`config.mk`:
```
export PLATFORM = sky130hd
export DESIGN_NAME = uart_echo_rx
export DESIGN_NICKNAME = d
export VERILOG_FILES = /design/src/rtl/uart_echo_rx.sv
export SDC_FILE = /design/constraint.sdc
export NUM_CORES = 1
export LEC_CHECK = 0
export ABC_AREA = 1
export BUFFER_PORTS_ARGS = -buffer_cell sky130_fd_sc_hd__buf_2
export CORE_MARGIN = 3
export CORE_UTILIZATION = 65
export DETAILED_ROUTE_END_ITERATION = 8
export PLACE_DENSITY_LB_ADDON = 0.12
export SYNTH_ARGS = -nofsm -noshare
export SYNTH_HDL_FRONTEND = slang
export SYNTH_SLANG_ARGS = --single-unit
export TNS_END_PERCENT = 50
```
`constraint.sdc`:
```
create_clock -name clk -period 2 [get_ports clk]
set_input_delay 0.3 -clock clk [delete_from_list [all_inputs] [get_ports clk]]
set_output_delay 0.3 -clock clk [all_outputs]
set_load 0.03 [all_outputs]
```
`src/rtl/uart_echo_rx.sv`:
```
// rtl/uart_echo_rx.sv - 8N1 UART receiver with LED display and byte echo
//
// Receives 8N1 frames on uart_rx. The low six bits of the most recent good
// byte are shown on the active-low LEDs, and every good byte is sent back out
// on uart_tx.
//
// Ports:
//   clk      system clock, all logic on the rising edge
//   uart_rx  serial receive line, idles high
//   uart_tx  serial transmit line, idles high, registered
//   led      active-low LED drive, ~last_good_byte[5:0]
//   btn      asynchronous active-low reset (push button)
`timescale 1ns/1ps
module uart_echo_rx #(
  parameter int DELAY_FRAMES = 234
) (
  input  logic       clk,
  input  logic       uart_rx,
  output logic       uart_tx,
  output logic [5:0] led,
  input  logic       btn
);

  localparam int CW = $clog2(DELAY_FRAMES + 1);
  localparam logic [CW-1:0] CNT_ONE   = CW'(1);
  localparam logic [CW-1:0] BIT_LAST  = CW'(DELAY_FRAMES - 1);
  localparam logic [CW-1:0] HALF_LAST = CW'(DELAY_FRAMES / 2 - 1);

  // ------------------------------------------------------------------
  // Input synchronizer; resets to the idle (high) line level so a reset
  // never looks like a start bit.
  // ------------------------------------------------------------------
  logic rx_meta;
  logic rx_s;

  always_ff @(posedge clk or negedge btn) begin
    if (!btn) begin
      rx_meta <= 1'b1;
      rx_s    <= 1'b1;
    end else begin
      rx_meta <= uart_rx;
      rx_s    <= rx_meta;
    end
  end

  // ------------------------------------------------------------------
  // Receive FSM
  // ------------------------------------------------------------------
  typedef enum logic [2:0] {
    RX_IDLE,
    RX_START,
    RX_DATA,
    RX_STOP,
    RX_WAIT
  } rx_state_t;

  rx_state_t       rx_state;
  rx_state_t       rx_next;
  logic [CW-1:0]   rx_cnt;
  logic [CW-1:0]   rx_cnt_next;
  logic [2:0]      rx_idx;
  logic [2:0]      rx_idx_next;
  logic [7:0]      rx_data;
  logic            rx_sample_bit;
  logic            rx_good;
  logic            rx_valid;

  always_comb begin
    rx_next       = rx_state;
    rx_cnt_next   = rx_cnt + CNT_ONE;
    rx_idx_next   = rx_idx;
    rx_sample_bit = 1'b0;
    rx_good       = 1'b0;
    case (rx_state)
      RX_IDLE: begin
        rx_cnt_next = '0;
        if (!rx_s) rx_next = RX_START;
      end
      RX_START: begin
        // Re-check the line half a bit in to reject short glitches.
        if (rx_cnt == HALF_LAST) begin
          rx_cnt_next = '0;
          if (rx_s) begin
            rx_next = RX_IDLE;
          end else begin
            rx_next     = RX_DATA;
            rx_idx_next = 3'd0;
          end
        end
      end
      RX_DATA: begin
        if (rx_cnt == BIT_LAST) begin
          rx_cnt_next   = '0;
          rx_sample_bit = 1'b1;
          rx_idx_next   = rx_idx + 3'd1;
          if (rx_idx == 3'd7) rx_next = RX_STOP;
        end
      end
      RX_STOP: begin
        if (rx_cnt == BIT_LAST) begin
          rx_cnt_next = '0;
          if (rx_s) begin
            rx_good = 1'b1;
            rx_next = RX_IDLE;
          end else begin
            rx_next = RX_WAIT;
          end
        end
      end
      RX_WAIT: begin
        // Framing error: hold off until the line is idle again so the
        // low stop bit is not mistaken for a new start bit.
        rx_cnt_next = '0;
        if (rx_s) rx_next = RX_IDLE;
      end
      default: begin
        rx_next     = RX_IDLE;
        rx_cnt_next = '0;
      end
    endcase
  end

  always_ff @(posedge clk or negedge btn) begin
    if (!btn) begin
      rx_state <= RX_IDLE;
      rx_cnt   <= '0;
      rx_idx   <= 3'd0;
      rx_data  <= 8'h00;
      rx_valid <= 1'b0;
      led      <= 6'b111111;
    end else begin
      rx_state <= rx_next;
      rx_cnt   <= rx_cnt_next;
      rx_idx   <= rx_idx_next;
      rx_valid <= rx_good;
      if (rx_sample_bit) rx_data[rx_idx] <= rx_s;
      if (rx_good)       led <= ~rx_data[5:0];
    end
  end

  // ------------------------------------------------------------------
  // Echo holding register: newest good byte wins if one is still pending.
  // ------------------------------------------------------------------
  logic [7:0] tx_buf;
  logic       pending;
  logic       tx_load;

  always_ff @(posedge clk or negedge btn) begin
    if (!btn) begin
      tx_buf  <= 8'h00;
      pending <= 1'b0;
    end else begin
      if (rx_valid) begin
        tx_buf  <= rx_data;
        pending <= 1'b1;
      end else if (tx_load) begin
        pending <= 1'b0;
      end
    end
  end

  // ------------------------------------------------------------------
  // Transmit FSM
  // ------------------------------------------------------------------
  typedef enum logic [1:0] {
    TX_IDLE,
    TX_START,
    TX_DATA,
    TX_STOP
  } tx_state_t;

  tx_state_t       tx_state;
  tx_state_t       tx_next;
  logic [CW-1:0]   tx_cnt;
  logic [CW-1:0]   tx_cnt_next;
  logic [2:0]      tx_idx;
  logic [2:0]      tx_idx_next;
  logic [7:0]      tx_shift;
  logic [7:0]      tx_shift_next;
  logic            tx_line_next;

  always_comb begin
    tx_next       = tx_state;
    tx_cnt_next   = tx_cnt + CNT_ONE;
    tx_idx_next   = tx_idx;
    tx_shift_next = tx_shift;
    tx_load       = 1'b0;
    case (tx_state)
      TX_IDLE: begin
        tx_cnt_next = '0;
        if (pending) begin
          tx_load       = 1'b1;
          tx_shift_next = tx_buf;
          tx_next       = TX_START;
        end
      end
      TX_START: begin
        if (tx_cnt == BIT_LAST) begin
          tx_cnt_next = '0;
          tx_idx_next = 3'd0;
          tx_next     = TX_DATA;
        end
      end
      TX_DATA: begin
        if (tx_cnt == BIT_LAST) begin
          tx_cnt_next   = '0;
          tx_shift_next = {1'b0, tx_shift[7:1]};
          tx_idx_next   = tx_idx + 3'd1;
          if (tx_idx == 3'd7) tx_next = TX_STOP;
        end
      end
      TX_STOP: begin
        if (tx_cnt == BIT_LAST) begin
          tx_cnt_next = '0;
          tx_next     = TX_IDLE;
        end
      end
      default: begin
        tx_next     = TX_IDLE;
        tx_cnt_next = '0;
      end
    endcase

    // Line level is derived from the upcoming state so the registered
    // output changes on the same edge as the state.
    case (tx_next)
      TX_START: tx_line_next = 1'b0;
      TX_DATA:  tx_line_next = tx_shift_next[0];
      default:  tx_line_next = 1'b1;
    endcase
  end

  always_ff @(posedge clk or negedge btn) begin
    if (!btn) begin
      tx_state <= TX_IDLE;
      tx_cnt   <= '0;
      tx_idx   <= 3'd0;
      tx_shift <= 8'h00;
      uart_tx  <= 1'b1;
    end else begin
      tx_state <= tx_next;
      tx_cnt   <= tx_cnt_next;
      tx_idx   <= tx_idx_next;
      tx_shift <= tx_shift_next;
      uart_tx  <= tx_line_next;
    end
  end

endmodule

```
# --- After elaboration in Yosys (flattened, before gate mapping) ---
# Cells that the tools add are included.
totals:
  reg_bits: 62
  input_bits: 3
  out_inout_bits: 7
  word_cells: 103
classes:
  addsub: 4
  order_cmp: 2
  n_eq_ne: 24
  mux: 43
  n_bitwise: 1
  n_reduce_logical: 13
op_table:
  columns: ["operator", "n"]
  rows:
  - ["8-bit one-hot mux with 2 select lines", 3]
  - ["8-bit two-way mux", 5]
  - ["3-bit two-way mux", 12]
  - ["2-bit != test (second input constant)", 10]
  - ["8-bit by 1-bit adder with 8-bit output (second input constant)", 2]
  - ["8-bit == test (second input constant)", 2]
  - ["3-bit one-hot mux with 5 select lines", 1]
  - ["2-bit two-way mux", 6]
  - ["3-bit one-hot mux with 2 select lines", 2]
  - ["1-bit two-way mux", 10]
  - ["3-bit == test (second input constant)", 3]
  - ["8-bit bitwise mux", 1]
  - ["8-bit by 7-bit == test with 1-bit output (second input constant)", 1]
  - ["2-bit one-hot mux with 4 select lines", 1]
  - ["2-bit nonzero test", 4]
  - ["3-bit by 1-bit adder with 3-bit output (second input constant)", 2]
  - ["2-bit == test (second input constant)", 3]
  - ["3-bit by 2-bit == test with 1-bit output (second input constant)", 2]
  - ["6-bit inverter", 1]
  - ["3-bit AND reduction", 2]
  - ["6-bit AND reduction", 1]
  - ["2-bit by 1-bit == test with 1-bit output (second input constant)", 2]
  - ["3-bit by 4-bit < comparator with 1-bit output (second input constant)", 1]
  - ["4-bit AND reduction", 1]
  - ["other kinds (9)", 9]

# --- Logic depth before layout (Yosys ltp) ---
# Gate-level depths: netlist of run 1.
depth:
  word_depth: 6
  depth_mapped: 11
  ltp_nobuf: 11

# --- Least setup slack after synthesis of run 1 ---
# Ideal clock, no wire load.
synth_timing:
  kind: "flip-flop to flip-flop"
  from: "register rx_cnt[1]"
  to: "register rx_data[1]"
  arrival_time_ps: 1218
  required_ps: 1868
  path_slack_ps: 650
  path_stages_with_launch: 11
  n_path_buf: 1
  period_less_slack_ps: 1350
  path_cell_list: "dfrtp_1 inv_1 ha_1 nand2_1 nor2_4 nand2_4 nor2_4 buf_6 nand3_1 nand2_1 o21ai_1"
synth_via:
  elab_chain_cells: 3
synth_rtl:
  columns: ["element", "line", "source"]
  rows:
  - ["from (decl)", "59", "logic [CW-1:0] rx_cnt;"]
  - ["from (signal assigned)", "133", "rx_cnt <= rx_cnt_next;"]
  - ["8-bit == test", "92", "if (rx_cnt == BIT_LAST) begin"]
  - ["1-bit two-way mux", "92", null]
  - ["1-bit two-way mux", "74", "case (rx_state)"]
  - ["to (signal, indexed assignment)", "136", "if (rx_sample_bit) rx_data[rx_idx] <= rx_s;"]
  - ["to (decl)", "63", "logic [7:0] rx_data;"]
# Every way passes these cells.
# A chain may end at the register's enable or synchronous reset.

# --- Worst setup path after layout of run 1 ---
layout_timing:
  from: "register rx_cnt[1]"
  to: "register rx_data[4]"
# Same word-level chain as after synthesis.

==> results of run 1 <==
==> cell usage in the layout (no fill, tap or decap), drive strengths merged, types with 3 or more instances in the layout <==
cell	n
nand2	109
dfrtp	53
nor2	40
inv	32
nand3	27
o21ai	22
clkbuf	12
buf	11
ha	9
dfstp	9
clkinv	5
a21oi	4
nand4	4
nor3	3
xnor2	3
==> power groups by stage <==
stage	Clock (mW)	Sequential, mW	Combinational [mW]
global route	0.988	1.26	0.0409
detailed placement	0	1.28	0.0356
finish	0.906	1.26	0.0350
floorplan	0	1.28	0.00448
global placement	0	1.28	0.0355
CTS	0.928	1.26	0.0370
==> metal layers <==
layer | share of wire [%] | vias to the layer above
met3 | 4.1 | 17
li1 | - | 1081
met1 | 47 | 982
met2 | 46 | 35
met4 | 2.9 | 0
met5 | 0 | -
==> how the worst max path moves through the flow <==
stage	endpoint	slack, ns	depth (start not counted)
after CTS	tx_shift[7]	0.46	8
after global placement	rx_data[0]	0.54	9
final	rx_data[4]	0.48	9
after global routing	tx_shift[2]	0.32	6
after floorplan	rx_data[1]	0.65	10
after detailed placement	rx_data[1]	0.49	9
==> registers in the layout, summed over array words and instances, names as in the netlist <==
signal and count:
tx_buf 8, rx_idx 3, pending 1, tx_shift 8
rx_s 1, led 6, tx_cnt 8, rx_data 8
uart_tx 1, rx_cnt 8, tx_idx 3, rx_state 3
rx_meta 1, rx_valid 1, tx_state 2
==> layout make-up <==
type / instances / area share, %
clock buffers: 12 / 4.29
multi-input cells: 230 / 36.8
flip-flops and latches: 62 / 49.6
clock inverters: 4 / 0.754
inverters: 33 / 3.97
well taps: 50 / 1.98
repair buffers: 12 / 2.62
==> metrics by stage <==
step | area [um2] | instances | util (%)
finish | 3150 | 403 | 76.1
global route | 3150 | 403 | 76.1
CTS | 3150 | 403 | 76.1
detailed placement | 2980 | 386 | 72.0
global placement | 2980 | 386 | 72.0
floorplan | 2880 | 329 | -
==> logic make-up (layout without fill, tap and decap cells) <==
family / count (synthesis) / count (layout) / synth area share (%)
simple gates: 185 / 185 / 28.1
flops: 62 / 62 / 54.4
compound gates: 31 / 31 / 6.83
buf+inv: 37 / 61 / 5.27
fa+ha+maj: 9 / 9 / 3.92
xor+xnor: 5 / 5 / 1.52
==> timing repair <==
item / in CTS / in global routing
endpoints found under the hold margin: 53 / 0
setup endpoints to repair: 0 / 0
hold buffers: 1 / 0
==> worst reg2reg max path, stage by stage, from the launching register on <==
cell and delay, ns:
dfrtp_1 0.40, inv_1 0.08, ha_1 0.14, nand2_1 0.08, nor2_4 0.12, nand2_4 0.08
nor2_4 0.22, nand3_1 0.15, nand2_1 0.08, o21ai_1 0.06
==> reports/results.tsv, run 1 <==
stage	metric	value	unit
grt	busiest grt layer	met2	
grt	vias in the first global route	2037	
cts	Clock Pin Slew Worst Setup and Hold Paths	0.07	ns
outcome	status	completed	
cts	Post-CTS Setup Inserts	0	
routing	wire length per cell	11.9	um
setup_path	CP arrival	1.74	ns
timing	Tcrit/Tclk final	76.0	%
grt	GR Layer Usage met1	27.3	%
timing	Peak Freq	658	MHz
grt	Tot GR Track Use	21.3	%
grt	met3 Usage GRT	6.51	%
run	maxcap violations	0	
cts	total CTS buffers	9	
setup_path	Worst R2R End	rx_data[4]	
logic_synthesis	#FFs+latches synth	62	
setup_path	Worst R2R Start	rx_cnt[1]	
setup_path	slowest CP cell	dfrtp_1	
power	VDD IR max	516	uV
routing	Pre-antenna DRT Iters	4	
logic_synthesis	Syn Area/Cell	8.74	um2
timing	Final Max Tran Viols	0	
setup_path	CP required	2.22	ns
power	Sw Ratio	22.2	%
routing	Via Count	2115	
logic_synthesis	yosys warns	0	
logic_synthesis	most instantiated cells after synthesis	nand2_1 (107), dfrtp_1 (53), inv_1 (32), nor2_1 (32), nand3_1 (25)	
placement	routability cong.	0.843	
setup_path	CP Cell Sequence	inv_1 > ha_1 > nand2_1 > nor2_4 > nand2_4 > nor2_4 > nand3_1 > nand2_1 > o21ai_1	
timing	hold slack	0.0609	ns
logic_synthesis	Syn Nets	341	
power	Internal	1.71	mW
final_layout	Syn-to-layout area delta	9.66	%
cts	# H-tree levels	3	
floorplanning	Die ar.	5260	um2
cts	CTS tree	done	
logic_synthesis	share of the synthesized area in the top cell type	46.1	%
setup_path	crit end category	register	
timing	worst setup margin	0.480	ns
final_layout	share of cells above drive strength 1	15.3	%
placement	Port Buf Inserts	9	
floorplanning	# rows	23	
final_layout	FF/Latch Area	1560	um2
setup_path	critical path type	register to register	
final_layout	Filler cells	296	
setup_path	critical-path maximum fanout	11	
timing	RSZ-0062 raised after global routing	no	
logic_synthesis	Synth Instances	329	
floorplanning	Core Area	4140	um2
floorplanning	Die Ht	72.5	um
cts	Clock Tree Buf Depth	2	
setup_path	Buf/Inv on CP	1	
floorplanning	Die W	72.5	um
setup_path	largest stage delay on the critical path	0.40	ns
logic_synthesis	fraction of registers with async set/reset	100	%
floorplanning	Initial Util	69.4	%
setup_path	Worst setup startpoint	rx_cnt[1]	
timing	Setup TNS Final	0	ns
grt	first-pass GRT wire length	8580	um
timing	minimum clock period	1.52	ns
worst_hold_path	hold path endpoint	rx_meta	
cts	post_cts resized	0	
final_layout	antenna diode count	0	
floorplanning	io pins	10	
power	sw power	489	uW
logic_synthesis	synth top area cells	dfrtp_1 (46%), nand2_1 (14%), dfstp_2 (8.2%)	
routing	DR vias/cell	5.25	
worst_hold_path	hold_sp	uart_rx	
routing	antenna viol nets, final	0	
placement	hpwl dp	3360	um
timing	# setup viols final	0	
power	clock share of power	41.1	%
grt	gr ovfl total	0	
routing	total DRC errors in the routed layout	0	
logic_synthesis	count leader, synth	nand2_1	
final_layout	Nets	360	
power	Pwr Density	698	nW/um2
cts	clock root buffer master	clkbuf_8	
setup_path	Register-to-Register Path Depth	9	
logic_synthesis	Netlist cell types	30	
power	Leak	1.61	nW
timing	worst-margin pin slew	0.322	ns
logic_synthesis	Post-synth top flop	dfrtp_1	
final_layout	multi-input logic area	1160	um2
worst_hold_path	Hold Crit Class	input pin to register	
routing	Initial DRC Count	144	
grt	largest net degree at the start of global routing	63	
cts	clk sinks	62	
setup_path	CP top delay family	simple AND/OR/NAND/NOR gates	
routing	Total Wirelength	4800	um
timing	final number of hold-violating endpoints	0	
grt	grt met2 use	31.9	%
grt	initial antenna violation count	0	
worst_hold_path	worst hold path depth	1	
setup_path	Reg2Reg Setup Slack	0.48	ns
cts	clock latency on the worst-skew pair	0.34	ns
logic_synthesis	Synth Cell Area	2880	um2
timing	slew margin rel.	78.5	%
timing	Setup Skew	0.00824	ns
logic_synthesis	largest area contributor in the netlist	dfrtp_1	
logic_synthesis	sequential-to-total area share from yosys stat	54.4	%
setup_path	critical path startpoint category	register	
power	Power, Total	2.20	mW
logic_synthesis	EDFF count, synth	0	
placement	Post-Place Setup Slack	0.494	ns
power	Comb power frac	1.6	%
power	Sequential Power Share	57.3	%
Power figures use the tool's default switching activity.
==> run 2: changes to the inputs <==
--- a/config.mk
+++ b/config.mk
@@ -5,10 +5,10 @@
 export SDC_FILE = /design/constraint.sdc
 export NUM_CORES = 1
 export LEC_CHECK = 0
-export ABC_AREA = 1
+export ABC_AREA = 0
 export BUFFER_PORTS_ARGS = -buffer_cell sky130_fd_sc_hd__buf_2
 export CORE_MARGIN = 3
-export CORE_UTILIZATION = 65
+export CORE_UTILIZATION = 61
 export DETAILED_ROUTE_END_ITERATION = 8
 export PLACE_DENSITY_LB_ADDON = 0.12
 export SYNTH_ARGS = -nofsm -noshare
==> constraint.sdc (replaced) <==
create_clock -name clk -period 1.4 [get_ports clk]
set_input_delay 0.21 -clock clk [delete_from_list [all_inputs] [get_ports clk]]
set_output_delay 0.21 -clock clk [all_outputs]
set_load 0.03 [all_outputs]
==> run 2 against run 1 <==
Against the previous run: the flow now finishes with violations (negative setup slack); synthesized cell count fell by 20%; fmax fell by 24%; routed wire length rose by 95%; worst hold slack improved by 0.28 ns; combinational power rose by 88%; global-route usage rose by 6.4 points; critical endpoint is now rx_data[3]; largest cell class unchanged.
==> reports/results.tsv, run 2 <==
stage	metric	value	unit	change
power	Pwr Density	922	nW/um2	was 698 nW/um2
setup_path	critical path startpoint category	register		unchanged
outcome	status	complete, but fails checks		was completed
timing	worst-margin pin slew	0.587	ns	was 0.322 ns
logic_synthesis	fraction of registers with async set/reset	100	%	unchanged
timing	# setup viols final	50		was 0
final_layout	Syn-to-layout area delta	41.7	%	was 9.66%
floorplanning	io pins	10		unchanged
logic_synthesis	Syn Area/Cell	10.9	um2	was 8.74 um2
final_layout	commonest cells after routing, fill and taps aside	dfrtp_1 (53), buf_4 (41), nand2_1 (21)		was nand2_1 (107), dfrtp_1 (53), inv_1 (32), nor2_1 (32), nand3_1 (25)
logic_synthesis	share of the synthesized area in the top cell type	46.3	%	was 46.1%
floorplanning	Die ar.	5560	um2	was 5260 um2
outcome	failing checks	negative setup slack		
grt	Tot GR Track Use	27.7	%	was 21.3%
setup_path	crit end category	register		unchanged
grt	initial antenna violation count	0		unchanged
final_layout	Nets	344		was 360
placement	Area after DPL	3330	um2	was 2980 um2
setup_path	largest stage delay on the critical path	0.40	ns	about the same
timing	worst setup margin	-0.599	ns	was 0.480 ns
grt	gr ovfl total	0		unchanged
setup_path	critical-path maximum fanout	3		was 11
routing	wire length per cell	24.1	um	was 11.9 um
placement	placed cells	357		was 386
run	maxcap violations	0		unchanged
power	Power, Total	3.75	mW	was 2.20 mW
placement	routability cong.	0.857		was 0.843
floorplanning	Initial Util	64.5	%	was 69.4%
worst_hold_path	Hold Crit Class	input pin to asynchronous set/reset pin		was input pin to register
placement	hpwl dp	3880	um	was 3360 um
logic_synthesis	most instantiated cells after synthesis	dfrtp_1 (53), nand2_1 (28), nor2_1 (24)		was nand2_1 (107), dfrtp_1 (53), inv_1 (32), nor2_1 (32), nand3_1 (25)
setup_path	CP required	1.63	ns	was 2.22 ns
cts	CTS tree	done		unchanged
logic_synthesis	count leader, synth	dfrtp_1		was nand2_1
logic_synthesis	Synth Cell Area	2870	um2	was 2880 um2
logic_synthesis	#FFs+latches synth	62		unchanged
timing	Peak Freq	500	MHz	was 658 MHz
power	Leak	1.89	nW	was 1.61 nW
routing	Total Wirelength	9370	um	was 4800 um
timing	Setup Skew	0.0163	ns	was 0.00824 ns
logic_synthesis	Netlist cell types	46		was 30
cts	total CTS buffers	9		unchanged
cts	clock root buffer master	clkbuf_8		unchanged
cts	Clock Pin Slew Worst Setup and Hold Paths	0.07	ns	about the same
final_layout	Final Cell Area	4060	um2	was 3150 um2
timing	hold slack	0.345	ns	was 0.0609 ns
floorplanning	Die Ht	74.6	um	was 72.5 um
floorplanning	Die W	74.6	um	was 72.5 um
grt	first-pass GRT wire length	11200	um	was 8580 um
cts	clk sinks	62		unchanged
logic_synthesis	largest area contributor in the netlist	dfrtp_1		unchanged
floorplanning	# rows	24		was 23
final_layout	antenna diode count	0		unchanged
logic_synthesis	Post-synth top flop	dfrtp_1		unchanged
timing	Tcrit/Tclk final	143	%	was 76.0%
routing	antenna viol nets, final	0		unchanged
final_layout	most common cell after layout, fill and taps aside	dfrtp_1		was nand2_1
setup_path	CP arrival	2.23	ns	was 1.74 ns
cts	# H-tree levels	3		unchanged
routing	total DRC errors in the routed layout	0		unchanged
power	VDD IR max	1070	uV	was 516 uV
timing	RSZ-0062 raised after global routing	yes		was no
placement	Port Buf Inserts	9		unchanged
timing	slew margin rel.	60.9	%	was 78.5%
final_layout	Filler cells	138		was 296
final_layout	Final Non-Filler Cells	389		was 403
logic_synthesis	synth top area cells	dfrtp_1 (46%), dfstp_2 (8.2%), ha_1 (3.9%)		was dfrtp_1 (46%), nand2_1 (14%), dfstp_2 (8.2%)
setup_path	CP Cell Sequence	inv_2 > ha_4 > and4bb_2 > nand4_4 > buf_6 > nor4b_4 > mux2_4		was inv_1 > ha_1 > nand2_1 > nor2_4 > nand2_4 > nor2_4 > nand3_1 > nand2_1 > o21ai_1
grt	vias in the first global route	2317		was 2037
timing	minimum clock period	2.00	ns	was 1.52 ns
routing	Initial DRC Count	383		was 144
cts	clock latency on the worst-skew pair	0.35	ns	was 0.34 ns
grt	largest net degree at the start of global routing	32		was 63
setup_path	slowest CP cell	dfrtp_1		unchanged
setup_path	critical path type	register to register		unchanged
logic_synthesis	Synth Instances	263		was 329
final_layout	share of cells above drive strength 1	48.7	%	was 15.3%
logic_synthesis	sequential-to-total area share from yosys stat	54.5	%	was 54.4%
final_layout	FF/Latch Area	1560	um2	unchanged
routing	Via Count	2585		was 2115
routing	DR vias/cell	6.65		was 5.25
floorplanning	Core Area	4440	um2	was 4140 um2
logic_synthesis	EDFF count, synth	0		unchanged
routing	Pre-antenna DRT Iters	5		was 4
timing	Final Max Tran Viols	0		unchanged
logic_synthesis	yosys warns	0		unchanged
timing	final number of hold-violating endpoints	0		unchanged
cts	Clock Tree Buf Depth	2		unchanged
final_layout	multi-input logic area	1550	um2	was 1160 um2
logic_synthesis	Syn Nets	275		was 341
[run 2: changes by cell type after synthesis, sizes merged, moves of 4 or more]
cell    previous run  this run
nor2              40        24
and3               0         6
mux2               0        16
nor4b              0         4
clkbuf             2         8
nand2            109        28
inv               32        10
xor2               2         6
xnor2              3         7
o21ai             22        16
a22oi              0         7
nand3             27        14
[run 2: logic make-up (layout without fill, tap and decap cells)]
family                     Yosys count  count (layout)  synth area share [%]
muxes                               16              16                  6.29
DFF                                 62              62                  54.5
adders and majority gates            9               9                  3.93
buffers and inverters               22              96                  3.49
AOI/OAI and AO/OA                   38              38                  8.82
and+or+nand+nor                    103             103                  19.0
xor gates and xnor gates            13              13                  3.97
[run 2: cell type report]
class / instances / share of cell area, %
clock buffers: 13 / 4.16
clock inverters: 3 / 1.60
inverters: 10 / 0.924
multi-input cells: 179 / 38.2
flip-flops and latches: 62 / 38.5
well taps: 52 / 1.60
repair buffers: 70 / 15.0
[run 2: worst paths after layout]
path | startpoint | endpoint | slack [ns] | cells after the start
min in group clk | rx_meta | rx_s | 0.36 | 0
max in group asynchronous | btn | rx_meta | 0.47 | 3
hold / removal | btn | tx_shift[1] | 0.35 | 2
setup reg to reg | rx_cnt[1] | rx_data[3] | -0.60 | 7
setup / recovery | rx_cnt[1] | rx_data[3] | -0.60 | 7
hold reg to reg | rx_meta | rx_s | 0.36 | 0
[run 2: through the flow]
| stage | util [%] | setup slack (ns) | setup TNS (ns) |
|---|---|---|---|
| 2_1_floorplan | - | -0.365 | -3.81 |
| 6_report | 91.4 | -0.599 | -14.68 |
| 5_1_grt | 91.4 | -0.634 | -17.27 |
| 3_5_place_dp | 74.9 | -0.512 | -8.36 |
| 4_1_cts | 85.7 | -0.478 | -9.84 |
| 3_3_place_gp | 74.9 | -0.406 | -5.59 |
[run 2: routing by layer]
metal | track usage [%] | vias up | routed length [um] | part of all wire, %
li1 | - | 1054 | - | -
met1 | 32.2 | 1258 | 3460 | 37
met2 | 47.3 | 204 | 4580 | 49
met3 | 8.51 | 69 | 755 | 8.1
met4 | 11.9 | 0 | 569 | 6.1
met5 | 0 | - | 0 | 0
[run 2: what timing repair did]
| item | in CTS | in global routing |
|---|---|---|
| endpoints found under the hold margin | 13 | 0 |
| gates resized for setup | 51 | 43 |
| gates cloned | 0 | 1 |
| setup endpoints to repair | 49 | 51 |
| pin swaps | 17 | 18 |
| hold buffers | 2 | 0 |
| setup buffers | 7 | 9 |
[run 2: power breakdown]
part	switching, mW	total (mW)	internal [mW]
Sequential	0.00153	1.80	1.80
Clock	0.734	1.88	1.15
Combinational	0.0457	0.0658	0.0201
Total	0.782	3.75	2.96
[run 2: critical path: cells and delay by family, from the launching register on]
family / cells / cell delay, ns
fa+ha+maj: 1 / 0.12
buf+inv: 2 / 0.25
flops: 1 / 0.40
mux: 1 / 0.35
simple gates: 3 / 0.75
